--- config.mk ---
export PLATFORM = sky130hd
export DESIGN_NAME = voice_allocator
export DESIGN_NICKNAME = d
export VERILOG_FILES = /design/src/rtl/voice_alloc_pkg.sv /design/src/rtl/voice_slot.sv /design/src/rtl/voice_allocator.sv
export SDC_FILE = /design/constraint.sdc
export NUM_CORES = 1
export LEC_CHECK = 0
export ABC_AREA = 1
export BUFFER_PORTS_ARGS = -buffer_cell sky130_fd_sc_hd__buf_2
export CORE_ASPECT_RATIO = 1.75
export CORE_UTILIZATION = 35
export DETAILED_ROUTE_END_ITERATION = 8
export HOLD_SLACK_MARGIN = 0.08
export PLACE_DENSITY = 0.62
export SLEW_MARGIN = 20
export SYNTH_ARGS = -nofsm -noshare
export SYNTH_HDL_FRONTEND = slang
export SYNTH_HIERARCHICAL = 1
export SYNTH_SLANG_ARGS = --single-unit
--- constraint.sdc ---
create_clock -name clk -period 3.4 [get_ports clk]
set_input_delay 0.34 -clock clk [delete_from_list [all_inputs] [get_ports clk]]
set_output_delay 0.34 -clock clk [all_outputs]
set_load 0.01 [all_outputs]
--- src/rtl/voice_alloc_pkg.sv ---
// voice_alloc_pkg -- shared types and constants for the voice allocator.
//   state_t     : allocator FSM state encoding
//   AGE_BITS    : width of each voice's age counter
//   AGE_MAX     : saturation value of the age counter
//   vclass_t    : classification of a voice from its gate and envelope flag
//   tgt_kind_t  : which priority rule selected the note-on target
package voice_alloc_pkg;

  typedef enum logic [1:0] {
    IDLE     = 2'd0,
    SCAN     = 2'd1,
    GATE_LOW = 2'd2,
    COMMIT   = 2'd3
  } state_t;

  localparam int AGE_BITS = 8;
  localparam logic [AGE_BITS-1:0] AGE_MAX = 8'd255;

  typedef enum logic [1:0] {
    VC_FREE      = 2'd0,  // gate 0, envelope idle
    VC_RELEASING = 2'd1,  // gate 0, envelope still sounding
    VC_HELD      = 2'd2   // gate 1
  } vclass_t;

  typedef enum logic [2:0] {
    TGT_RETRIG  = 3'd0,
    TGT_FREE    = 3'd1,
    TGT_RELEASE = 3'd2,
    TGT_STEAL   = 3'd3,
    TGT_DROP    = 3'd4
  } tgt_kind_t;

  function automatic vclass_t classify(input logic gate, input logic active);
    if (gate)        return VC_HELD;
    else if (active) return VC_RELEASING;
    else             return VC_FREE;
  endfunction

endpackage

--- src/rtl/voice_slot.sv ---
// voice_slot -- state of one voice: envelope gate, held note and age.
// Ports:
//   clk, rst         : clock, asynchronous active-high reset
//   gate_set         : assign the voice (gate 1, latch note_wr)
//   gate_clr         : drop the gate (note is kept)
//   note_wr          : note number to store on gate_set
//   age_clr, age_inc : clear / saturating-increment the age counter
//   gate, note, age  : current voice state
module voice_slot
  import voice_alloc_pkg::*;
#(
  parameter int NOTE_BITS = 7
) (
  input  logic                 clk,
  input  logic                 rst,
  input  logic                 gate_set,
  input  logic                 gate_clr,
  input  logic [NOTE_BITS-1:0] note_wr,
  input  logic                 age_clr,
  input  logic                 age_inc,
  output logic                 gate,
  output logic [NOTE_BITS-1:0] note,
  output logic [AGE_BITS-1:0]  age
);

  // NOTE: sequential state uses non-blocking assignments so every register
  // samples pre-edge values, independent of statement order.
  always_ff @(posedge clk or posedge rst) begin
    if (rst) begin
      gate <= 1'b0;
      note <= '0;
      age  <= '0;
    end else begin
      if (gate_set)      gate <= 1'b1;
      else if (gate_clr) gate <= 1'b0;

      // The note outlives the gate so a releasing voice still reports it.
      if (gate_set) note <= note_wr;

      if (age_clr)                        age <= '0;
      else if (age_inc && age != AGE_MAX) age <= age + 1'b1;
    end
  end

endmodule

--- src/rtl/voice_allocator.sv ---
// voice_allocator -- assigns note-on/note-off events to NUM_VOICES envelope
// voices. Each accepted event scans all voices one per cycle, then commits.
// Note-on priority: retrigger equal held note, lowest free voice, oldest
// releasing voice, oldest held voice (steal). Age ties go to lowest index.
// Ports:
//   clk, reset     : clock, asynchronous active-high reset
//   note_valid/ready, note_on, note_num : event handshake and payload
//   voice_active   : per-voice envelope-active flags from the envelopes
//   gate           : per-voice envelope gate
//   voice_note     : note per voice, voice i at [i*NOTE_BITS +: NOTE_BITS]
//   steal, dropped : one-cycle status pulses in the COMMIT cycle
// Configuration: define VOICE_ALLOC_STEAL_EN to enable stealing of held
// voices; otherwise a note-on with no candidate is dropped.
module voice_allocator
  import voice_alloc_pkg::*;
#(
  parameter int NUM_VOICES = 4,
  parameter int NOTE_BITS  = 7
) (
  input  logic                            clk,
  input  logic                            reset,
  input  logic                            note_valid,
  output logic                            note_ready,
  input  logic                            note_on,
  input  logic [NOTE_BITS-1:0]            note_num,
  input  logic [NUM_VOICES-1:0]           voice_active,
  output logic [NUM_VOICES-1:0]           gate,
  output logic [NUM_VOICES*NOTE_BITS-1:0] voice_note,
  output logic                            steal,
  output logic                            dropped
);

  localparam int IDX_W = (NUM_VOICES > 1) ? $clog2(NUM_VOICES) : 1;
  typedef logic [IDX_W-1:0] idx_t;

  state_t state, state_nxt;
  idx_t   scan_idx;
  logic   scan_last;

  logic                 ev_on;
  logic [NOTE_BITS-1:0] ev_note;

  // Best candidate seen so far in each priority class.
  logic                rt_found, fr_found, rl_found, hd_found;
  idx_t                rt_idx, fr_idx, rl_idx, hd_idx;
  logic [AGE_BITS-1:0] rl_age, hd_age;
  logic                rt_found_n, fr_found_n, rl_found_n, hd_found_n;
  idx_t                rt_idx_n, fr_idx_n, rl_idx_n, hd_idx_n;
  logic [AGE_BITS-1:0] rl_age_n, hd_age_n;

  tgt_kind_t tgt_kind, tgt_kind_n;
  idx_t      tgt_idx, tgt_idx_n;

  logic [NOTE_BITS-1:0] slot_note [NUM_VOICES];
  logic [AGE_BITS-1:0]  slot_age  [NUM_VOICES];

  vclass_t              cur_class;
  logic [NOTE_BITS-1:0] cur_note;
  logic [AGE_BITS-1:0]  cur_age;

  logic commit, on_commit;

  assign note_ready = (state == IDLE);
  assign scan_last  = (scan_idx == idx_t'(NUM_VOICES - 1));
  assign commit     = (state == COMMIT);
  assign on_commit  = commit && ev_on && (tgt_kind != TGT_DROP);

  // The voice under examination; voice_active is sampled only in its slot.
  assign cur_class = classify(gate[scan_idx], voice_active[scan_idx]);
  assign cur_note  = slot_note[scan_idx];
  assign cur_age   = slot_age[scan_idx];

  // NOTE: every output of a combinational block is given a default first,
  // so no path leaves a value unassigned and no latch is inferred.
  always_comb begin
    rt_found_n = rt_found; rt_idx_n = rt_idx;
    fr_found_n = fr_found; fr_idx_n = fr_idx;
    rl_found_n = rl_found; rl_idx_n = rl_idx; rl_age_n = rl_age;
    hd_found_n = hd_found; hd_idx_n = hd_idx; hd_age_n = hd_age;
    if (state == SCAN) begin
      case (cur_class)
        VC_HELD: begin
          if (ev_on && cur_note == ev_note && !rt_found) begin
            rt_found_n = 1'b1;
            rt_idx_n   = scan_idx;
          end
          // Strict compare: on equal age the earlier (lower) index is kept.
          if (!hd_found || cur_age > hd_age) begin
            hd_found_n = 1'b1;
            hd_idx_n   = scan_idx;
            hd_age_n   = cur_age;
          end
        end
        VC_RELEASING: begin
          if (!rl_found || cur_age > rl_age) begin
            rl_found_n = 1'b1;
            rl_idx_n   = scan_idx;
            rl_age_n   = cur_age;
          end
        end
        default: begin
          if (!fr_found) begin
            fr_found_n = 1'b1;
            fr_idx_n   = scan_idx;
          end
        end
      endcase
    end
  end

  // Target resolution uses the updated candidates so the last voice counts.
  always_comb begin
    tgt_kind_n = TGT_DROP;
    tgt_idx_n  = '0;
    if (rt_found_n) begin
      tgt_kind_n = TGT_RETRIG;
      tgt_idx_n  = rt_idx_n;
    end else if (fr_found_n) begin
      tgt_kind_n = TGT_FREE;
      tgt_idx_n  = fr_idx_n;
    end else if (rl_found_n) begin
      tgt_kind_n = TGT_RELEASE;
      tgt_idx_n  = rl_idx_n;
    end else if (hd_found_n) begin
`ifdef VOICE_ALLOC_STEAL_EN
      tgt_kind_n = TGT_STEAL;
      tgt_idx_n  = hd_idx_n;
`else
      tgt_kind_n = TGT_DROP;
`endif
    end
  end

  always_comb begin
    state_nxt = state;
    case (state)
      IDLE:     if (note_valid) state_nxt = SCAN;
      SCAN: begin
        if (scan_last) begin
          // A target that is already gated needs a low cycle first so the
          // envelope sees a new rising edge.
          if (ev_on && (tgt_kind_n == TGT_RETRIG || tgt_kind_n == TGT_STEAL))
            state_nxt = GATE_LOW;
          else
            state_nxt = COMMIT;
        end
      end
      GATE_LOW: state_nxt = COMMIT;
      COMMIT:   state_nxt = IDLE;
      default:  state_nxt = IDLE;
    endcase
  end

  always_ff @(posedge clk or posedge reset) begin
    if (reset) begin
      state    <= IDLE;
      scan_idx <= '0;
      ev_on    <= 1'b0;
      ev_note  <= '0;
      rt_found <= 1'b0; rt_idx <= '0;
      fr_found <= 1'b0; fr_idx <= '0;
      rl_found <= 1'b0; rl_idx <= '0; rl_age <= '0;
      hd_found <= 1'b0; hd_idx <= '0; hd_age <= '0;
      tgt_kind <= TGT_DROP;
      tgt_idx  <= '0;
    end else begin
      state    <= state_nxt;
      rt_found <= rt_found_n; rt_idx <= rt_idx_n;
      fr_found <= fr_found_n; fr_idx <= fr_idx_n;
      rl_found <= rl_found_n; rl_idx <= rl_idx_n; rl_age <= rl_age_n;
      hd_found <= hd_found_n; hd_idx <= hd_idx_n; hd_age <= hd_age_n;
      if (state == IDLE && note_valid) begin
        ev_on    <= note_on;
        ev_note  <= note_num;
        scan_idx <= '0;
        rt_found <= 1'b0;
        fr_found <= 1'b0;
        rl_found <= 1'b0;
        hd_found <= 1'b0;
      end
      if (state == SCAN) begin
        if (scan_last) begin
          tgt_kind <= tgt_kind_n;
          tgt_idx  <= tgt_idx_n;
        end else begin
          scan_idx <= scan_idx + 1'b1;
        end
      end
    end
  end

`ifdef VOICE_ALLOC_STEAL_EN
  assign steal   = on_commit && (tgt_kind == TGT_STEAL);
  assign dropped = 1'b0;
`else
  assign steal   = 1'b0;
  assign dropped = commit && ev_on && (tgt_kind == TGT_DROP);
`endif

  for (genvar i = 0; i < NUM_VOICES; i++) begin : g_slot
    logic sel, set_i, clr_i;
    assign sel   = (tgt_idx == idx_t'(i));
    assign set_i = on_commit && sel;
    // Note-off clears every held voice carrying the note.
    assign clr_i = (state == GATE_LOW && sel) ||
                   (commit && !ev_on && gate[i] && slot_note[i] == ev_note);

    voice_slot #(.NOTE_BITS(NOTE_BITS)) u_slot (
      .clk      (clk),
      .rst      (reset),
      .gate_set (set_i),
      .gate_clr (clr_i),
      .note_wr  (ev_note),
      .age_clr  (set_i),
      .age_inc  (on_commit && !sel),
      .gate     (gate[i]),
      .note     (slot_note[i]),
      .age      (slot_age[i])
    );

    assign voice_note[i*NOTE_BITS +: NOTE_BITS] = slot_note[i];
  end

endmodule

# After elaboration in Yosys (flattened, before gate mapping)

Index checks and enable logic that the tools add are counted.
W data, S select, Z words.

Reduce and logical (&&, ||, !) cells: 60
$lt $le $gt $ge: 3
Multiplexer cells: 61
Add/subtract/negate cells: 5
Eq/ne operators: 23
Bitwise gates (word level): 1

Operator list:

| cell                  | number |
|---|---|
| $mux W8               | 10 |
| $mux W2               | 18 |
| $eq A7 B7 Y1          | 5 |
| $add A8 B1 Y8 const B | 4 |
| $logic_and A1 B1 Y1   | 32 |
| $ne A8 B8 Y1 const B  | 4 |
| $mux W1               | 23 |
| $bmux W8 S2           | 1 |
| $reduce_bool A2 Y1    | 8 |
| $bmux W7 S2           | 1 |
| $mux W7               | 2 |
| $eq A2 B2 Y1 const B  | 6 |
| $mux W3               | 3 |
| $gt A8 B8 Y1          | 1 |
| $pmux W2 S4           | 1 |
| $logic_not A1 Y1      | 7 |
| $eq A2 B1 Y1 const B  | 3 |
| $logic_or A1 B1 Y1    | 6 |
| $bmux W1 S2           | 2 |
| $logic_not A2 Y1      | 2 |
| $ne A2 B2 Y1 const B  | 2 |
| $reduce_and A2 Y1     | 2 |
| $eq A3 B2 Y1 const B  | 1 |
| $eq A3 B3 Y1 const B  | 1 |
| other kinds (8)       | 8 |

Logic and storage cells: 178
Bits in registers: 98
Bits of input ports: 15

# Logic depth before layout (Yosys ltp)

Depth after elaboration: 18
Depth in mapped cells: 22
Gate-level depth less buffers: 18

# Hierarchy

Netlist, hierarchy kept.

Modules (own cells, without submodules):

| module                            | area an instance (um^2) | cells each | instances |
|---|---|---|---|
| voice_allocator                   | 2,892.8                 | 426        | 1 |
| voice_slot (g_slot[2].u_slot ...) | 820.8                   | 107        | 2 |
| voice_slot (g_slot[0].u_slot ...) | 799.5                   | 106        | 2 |

# Least setup slack after synthesis

No wires, ideal clock.

Path type: reg-to-reg
Start point: register scan_idx[0]
End point: register rl_age[1]
Arrival: 2.348 ns
Cell stages (with the launch flop): 19
Required time: 3.274 ns
Setup time: 0.126 ns
Buffers on the path: 5
Clock period less this slack: 2.474 ns
Path slack: 0.926 ns
Cell sequence: dfrtp_1 -> buf_6 -> inv_8 -> buf_12 -> buf_4 -> buf_2 -> nor2_1 -> o22ai_1 -> ha_1 -> a21oi_1 -> o21a_1 -> nand2_1 -> nand2_1 -> nand2_1 -> nand2_1 -> inv_2 -> buf_4 -> nand2_1 -> o21ai_0

Word-level cells in the longest chain between the ends: 7

Ends and longest elaborated chain:

| element                                    | line                   | source |
|---|---|---|
| from (decl)                                | voice_allocator.sv:37  | `idx_t scan_idx;` |
| from (signal assigned)                     | voice_allocator.sv:186 | `scan_idx <= scan_idx + 1'b1;` |
| $not A2 Y3 (not written as such)           | voice_allocator.sv:71  | `assign cur_age = slot_age[scan_idx];` |
| $bmux W8 S2                                | voice_allocator.sv:71  |  |
| $mux W8 (not written as such) (2 in a row) | voice_allocator.sv:71  |  |
| net cur_age[7]                             | voice_allocator.sv:59  | `logic [AGE_BITS-1:0] cur_age;` |
| $gt A8 B8 Y1                               | voice_allocator.sv:95  | `if (!rl_found \|\| cur_age > rl_age) begin` |
| $logic_or A1 B1 Y1                         | voice_allocator.sv:95  |  |
| $reduce_and A3 Y1 (no source line)         | --                     |  |
| to (signal assigned)                       | voice_allocator.sv:170 | `rl_found <= rl_found_n; rl_idx <= rl_idx_n; rl_age <= rl_age_n;` |
| to (decl)                                  | voice_allocator.sv:46  | `logic [AGE_BITS-1:0] rl_age, hd_age;` |

The timed path passes the listed nets, and every way through them passes these cells. The select of a mux whose other input is x is not followed.
A chain may end at the register's enable or synchronous reset.

# Worst setup path after layout

Start point: register scan_idx[0]
End point: register tgt_idx[1]

Word-level cells in the longest chain between the ends: 12

Ends and longest elaborated chain:

| element                                      | line                   | source |
|---|---|---|
| $not A2 Y3 (not written as such) *           | voice_allocator.sv:71  |  |
| $bmux W8 S2 *                                | voice_allocator.sv:71  |  |
| $mux W8 (not written as such) * (2 in a row) | voice_allocator.sv:71  |  |
| net cur_age[7]                               | voice_allocator.sv:59  |  |
| $gt A8 B8 Y1 *                               | voice_allocator.sv:95  |  |
| $logic_or A1 B1 Y1 *                         | voice_allocator.sv:95  |  |
| $mux W2 or $mux W1 (tied branches)           | voice_allocator.sv:95  |  |
| $mux W2 or $mux W1 (tied branches)           | voice_allocator.sv:81  | `case (cur_class)` |
| $mux W2 or $mux W1 (tied branches)           | voice_allocator.sv:80  | `if (state == SCAN) begin` |
| $mux W2 *                                    | voice_allocator.sv:121 | `end else if (rl_found_n) begin` |
| $mux W2 *                                    | voice_allocator.sv:118 | `end else if (fr_found_n) begin` |
| $mux W2 *                                    | voice_allocator.sv:115 | `if (rt_found_n) begin` |
| to (signal assigned)                         | voice_allocator.sv:184 | `tgt_idx <= tgt_idx_n;` |
| to (decl)                                    | voice_allocator.sv:52  | `idx_t tgt_idx, tgt_idx_n;` |

Mark *: on every way through the listed nets, which the timed path passes. The rest lies on a longest branch. The select of a mux whose other input is x is not followed.

==> impl_metrics.yaml <==
power:
  power_frac_seq: 0.362
  power_frac_comb: 0.474
  pwr-share-clk: 0.163
  power_density_nw_per_um2: 881.5
  p_leak_nw: 3.391
  p_total_mw: 6.059
  ir_drop_mv: 0.5025
  p_switching_mw: 2.870
  switching_share: 0.4737
  p_int_mw: 3.188
die:
  start_util: 0.3602
  die_h_um: 177.1
  rows: 63
  coreArea_um2: 17030
  die_area_um2: 18080
  io_pins: 50
  die_x_um: 102.1
logic_synthesis:
  synth_mux_area_frac: 0
  seq_area_frac_synth: 0.4000
  synthAdderAreaFrac: 0.03468
  ys_top_cells_by_area: "dfrtp_1 40%, nand2_1 19%, nand3_1 6.9%"
  synth_nets: 884
  synth-compound-area-share: 0.08568
  synth_largest_area_cell: "dfrtp_1"
  ys.warnings.count: 6
  synth_top_family_by_area: "simple AND/OR/NAND/NOR gates"
  synth-simple-area-share: 0.3756
  avgSynthCellArea_um2: 7.199
  synthDominantCellAreaShare: 0.3958
  synth-xor-area-share: 0.02285
  synth_cell_type_count: 43
  syn_inst: 852
  ys_ff_latch: 98
  synth_area_um2: 6133
sta:
  worstMarginPinSlew_ps: 768.6
  setup_viol: 0
  relSlewSlack: 0.4871
  fin_ws_ps: 711.8
  drv_slew: 0
  rsz0062_at_grt: "false"
  fin_skew_ps: 12.68
  max_freq_ghz: 0.3720
  whs_ps: 125.3
  setup_tns_ps: 0
  fin_crit_ps: 2688
  finalHoldViolCount: 0
  min_period_over_period: 0.7907
clocking:
  cts_resized: 0
  clkTransAtPathRegs_ps: 80
  post_cts_buffers: 0
  cts_sinks: 98
  h-tree-depth: 3
  cts_buffers: 9
  clk_latency_ps: 350
  ctsLongestPathBuffers: 2
  cts.root.buffer_cell: "clkbuf_16"
  tritoncts: "built"
  hold_buffers: 0
cells_and_area:
  fin_nets: 929
  design_area_um2: 6873
  layout-drive-gt1-share: 0.1497
  final_cell_mix: "307 x nand2_1, 97 x dfrtp_1, 85 x nand3_1, 81 x inv_1, 49 x nor2_1"
  layout_commonest_cell: "nand2_1"
  diodes: 0
  area_delta_synth_final_pct: 12.06
routing:
  wl_per_cell_um: 14.64
  ant_nets: 0
  vias_per_cell: 4.905
  drt-total-wl_mm: 16.53
  drc: 0
  first_pass_iters: 5
  drtIter0Drc: 311
  vias: 5538
grt:
  grt_util_met2: 0.3510
  grt-busiest-layer: "met2"
  gr-usage-all-layers: 0.1978
  use_met1: 0.2313
  grt_pass1_vias: 5290
  grtUsageMet3: 0.02370
  grt_pass1_wl_mm: 27.31
  grt_overflow_total: 0
  grt_start_max_net_pins: 35
  grt_antenna_before_repair: 0
worst_setup_path:
  worstPathRequired_ps: 3650
  max_stage_delay_ps: 750
  critPathTopFamily: "flip-flops"
  crit_fanout: 34
  slowest_stage: "dfrtp_1"
  cp-start-kind: "flop"
  end_kind: "flop"
  path_buf_inv: 1
  cpMostUsedCell: "nand2_1"
  cp.arrival_ps: 2940
  crit_chain: "inv_8, o21ai_0, o22ai_1, ha_1, a21oi_1, o21a_1, nand2_1, nand2_1, nand2_1, nand2_1, nand2_1, nand3_1, nand2_1, nand3_1, nand2_1"
  worstSetupPathType: "reg -> reg"
job:
  drv_cap: 0
worst_hold_path:
  hold_class: "in -> async"
placement:
  post-place-ws_ps: 762.1
  numPortBuffers: 48
  hpwl_mm: 12.74
  place_congestion: 0.8578
  place_area_um2: 6586
status:
  status: "finished clean"
[sequential cells by signal, indices dropped and copies added, names as in the netlist, 2 cells and up]
| signal | cells |
|---|---|
| ev_note | 7 |
| tgt_kind | 3 |
| g_slot.u_slot/gate | 4 |
| state | 2 |
| rl_idx | 2 |
| fr_idx | 2 |
| rt_idx | 2 |
| scan_idx | 2 |
| g_slot.u_slot/age | 32 |
| g_slot.u_slot/note | 28 |
| tgt_idx | 2 |
| rl_age | 8 |
[cell usage after synthesis]
master and count:
dfrtp_1 97, clkinv_4 2, ha_1 17, o21a_1 1
buf_12 1, nand3b_1 3, nor2_2 10, nand3_1 85
nor2_1 49, nor3_4 1, nor3_1 4, a21oi_1 17
inv_1 81, o22ai_1 7, xnor2_1 14, o32ai_1 2
o31ai_1 1, buf_4 4, or2_2 12, conb_1 1
nand2_1 307, buf_2 2, nand2_4 3, a32o_1 1
o41ai_1 3, o21ai_0 38, nor3b_1 2, nand4_1 14
clkbuf_1 13, dfstp_2 1, a211oi_1 1, a21oi_4 2
nor2_4 7, xor2_1 2, nand3_2 3, buf_6 2
inv_2 7, nand2_2 14, o21bai_1 5, clkinv_1 1
o21ai_1 12, and2_1 2, inv_8 1
[metrics by stage]
stage                       util  cells
after global routing      0.4037   1129
after CTS                 0.4037   1129
final                     0.4037   1129
after floorplan                -    852
after detailed placement  0.3868   1113
after global placement    0.3868   1113
[routing by layer]
layer	wire, um	vias up	part of all wire
li1	-	2815	-
met1	6843	2575	0.41
met2	8627	111	0.52
met3	477	37	0.029
met4	578	0	0.035
met5	0	-	0
[final cells by class]
class	count	area [um2]
fill	1864	10150
multi-input combinational	640	3186
sequential	98	2454
inverter	92	362.8
timing repair buffer	56	300.3
tap	227	284.0
clock buffer	10	239.0
clock inverter	6	47.55
[power by group through the flow]
| stage | combinational, mW | sequential [mW] | clock, mW |
|---|---|---|---|
| global placement | 2.83 | 2.21 | 0 |
| global route | 3.27 | 2.27 | 1.06 |
| CTS | 2.89 | 2.19 | 1.02 |
| finish | 2.87 | 2.19 | 0.990 |
| detailed placement | 2.89 | 2.21 | 0 |
| floorplan | 2.22 | 2.03 | 0 |
[logic make-up (layout without fill, tap and decap cells)]
logic type,Yosys count,in the layout
and+or+nand+nor,516,516
other,1,1
buffers and inverters,114,164
adders and majority gates,17,17
DFF,98,98
xor gates and xnor gates,16,16
AOI/OAI and AO/OA,90,90
[final timing paths]
path	cells after the start	start	slack, ps	to
worst max register to register	15	scan_idx[0]$_DFF_PP0_	710	tgt_idx[1]$_DFFE_PP0P_
max in group asynchronous	2	reset	2740	g_slot[2].u_slot/note[1]$_DFFE_PP0P_
worst min register to register	2	rt_idx[1]$_DFF_PP0_	480	rt_idx[1]$_DFF_PP0_
worst max-delay path	15	scan_idx[0]$_DFF_PP0_	710	tgt_idx[1]$_DFFE_PP0P_
worst min-delay path	2	reset	130	g_slot[0].u_slot/age[4]$_DFFE_PP0P_
min in group clk	3	note_num[6]	200	ev_note[6]$_DFFE_PP0P_
Note: power is estimated with default switching activity, not from simulation.
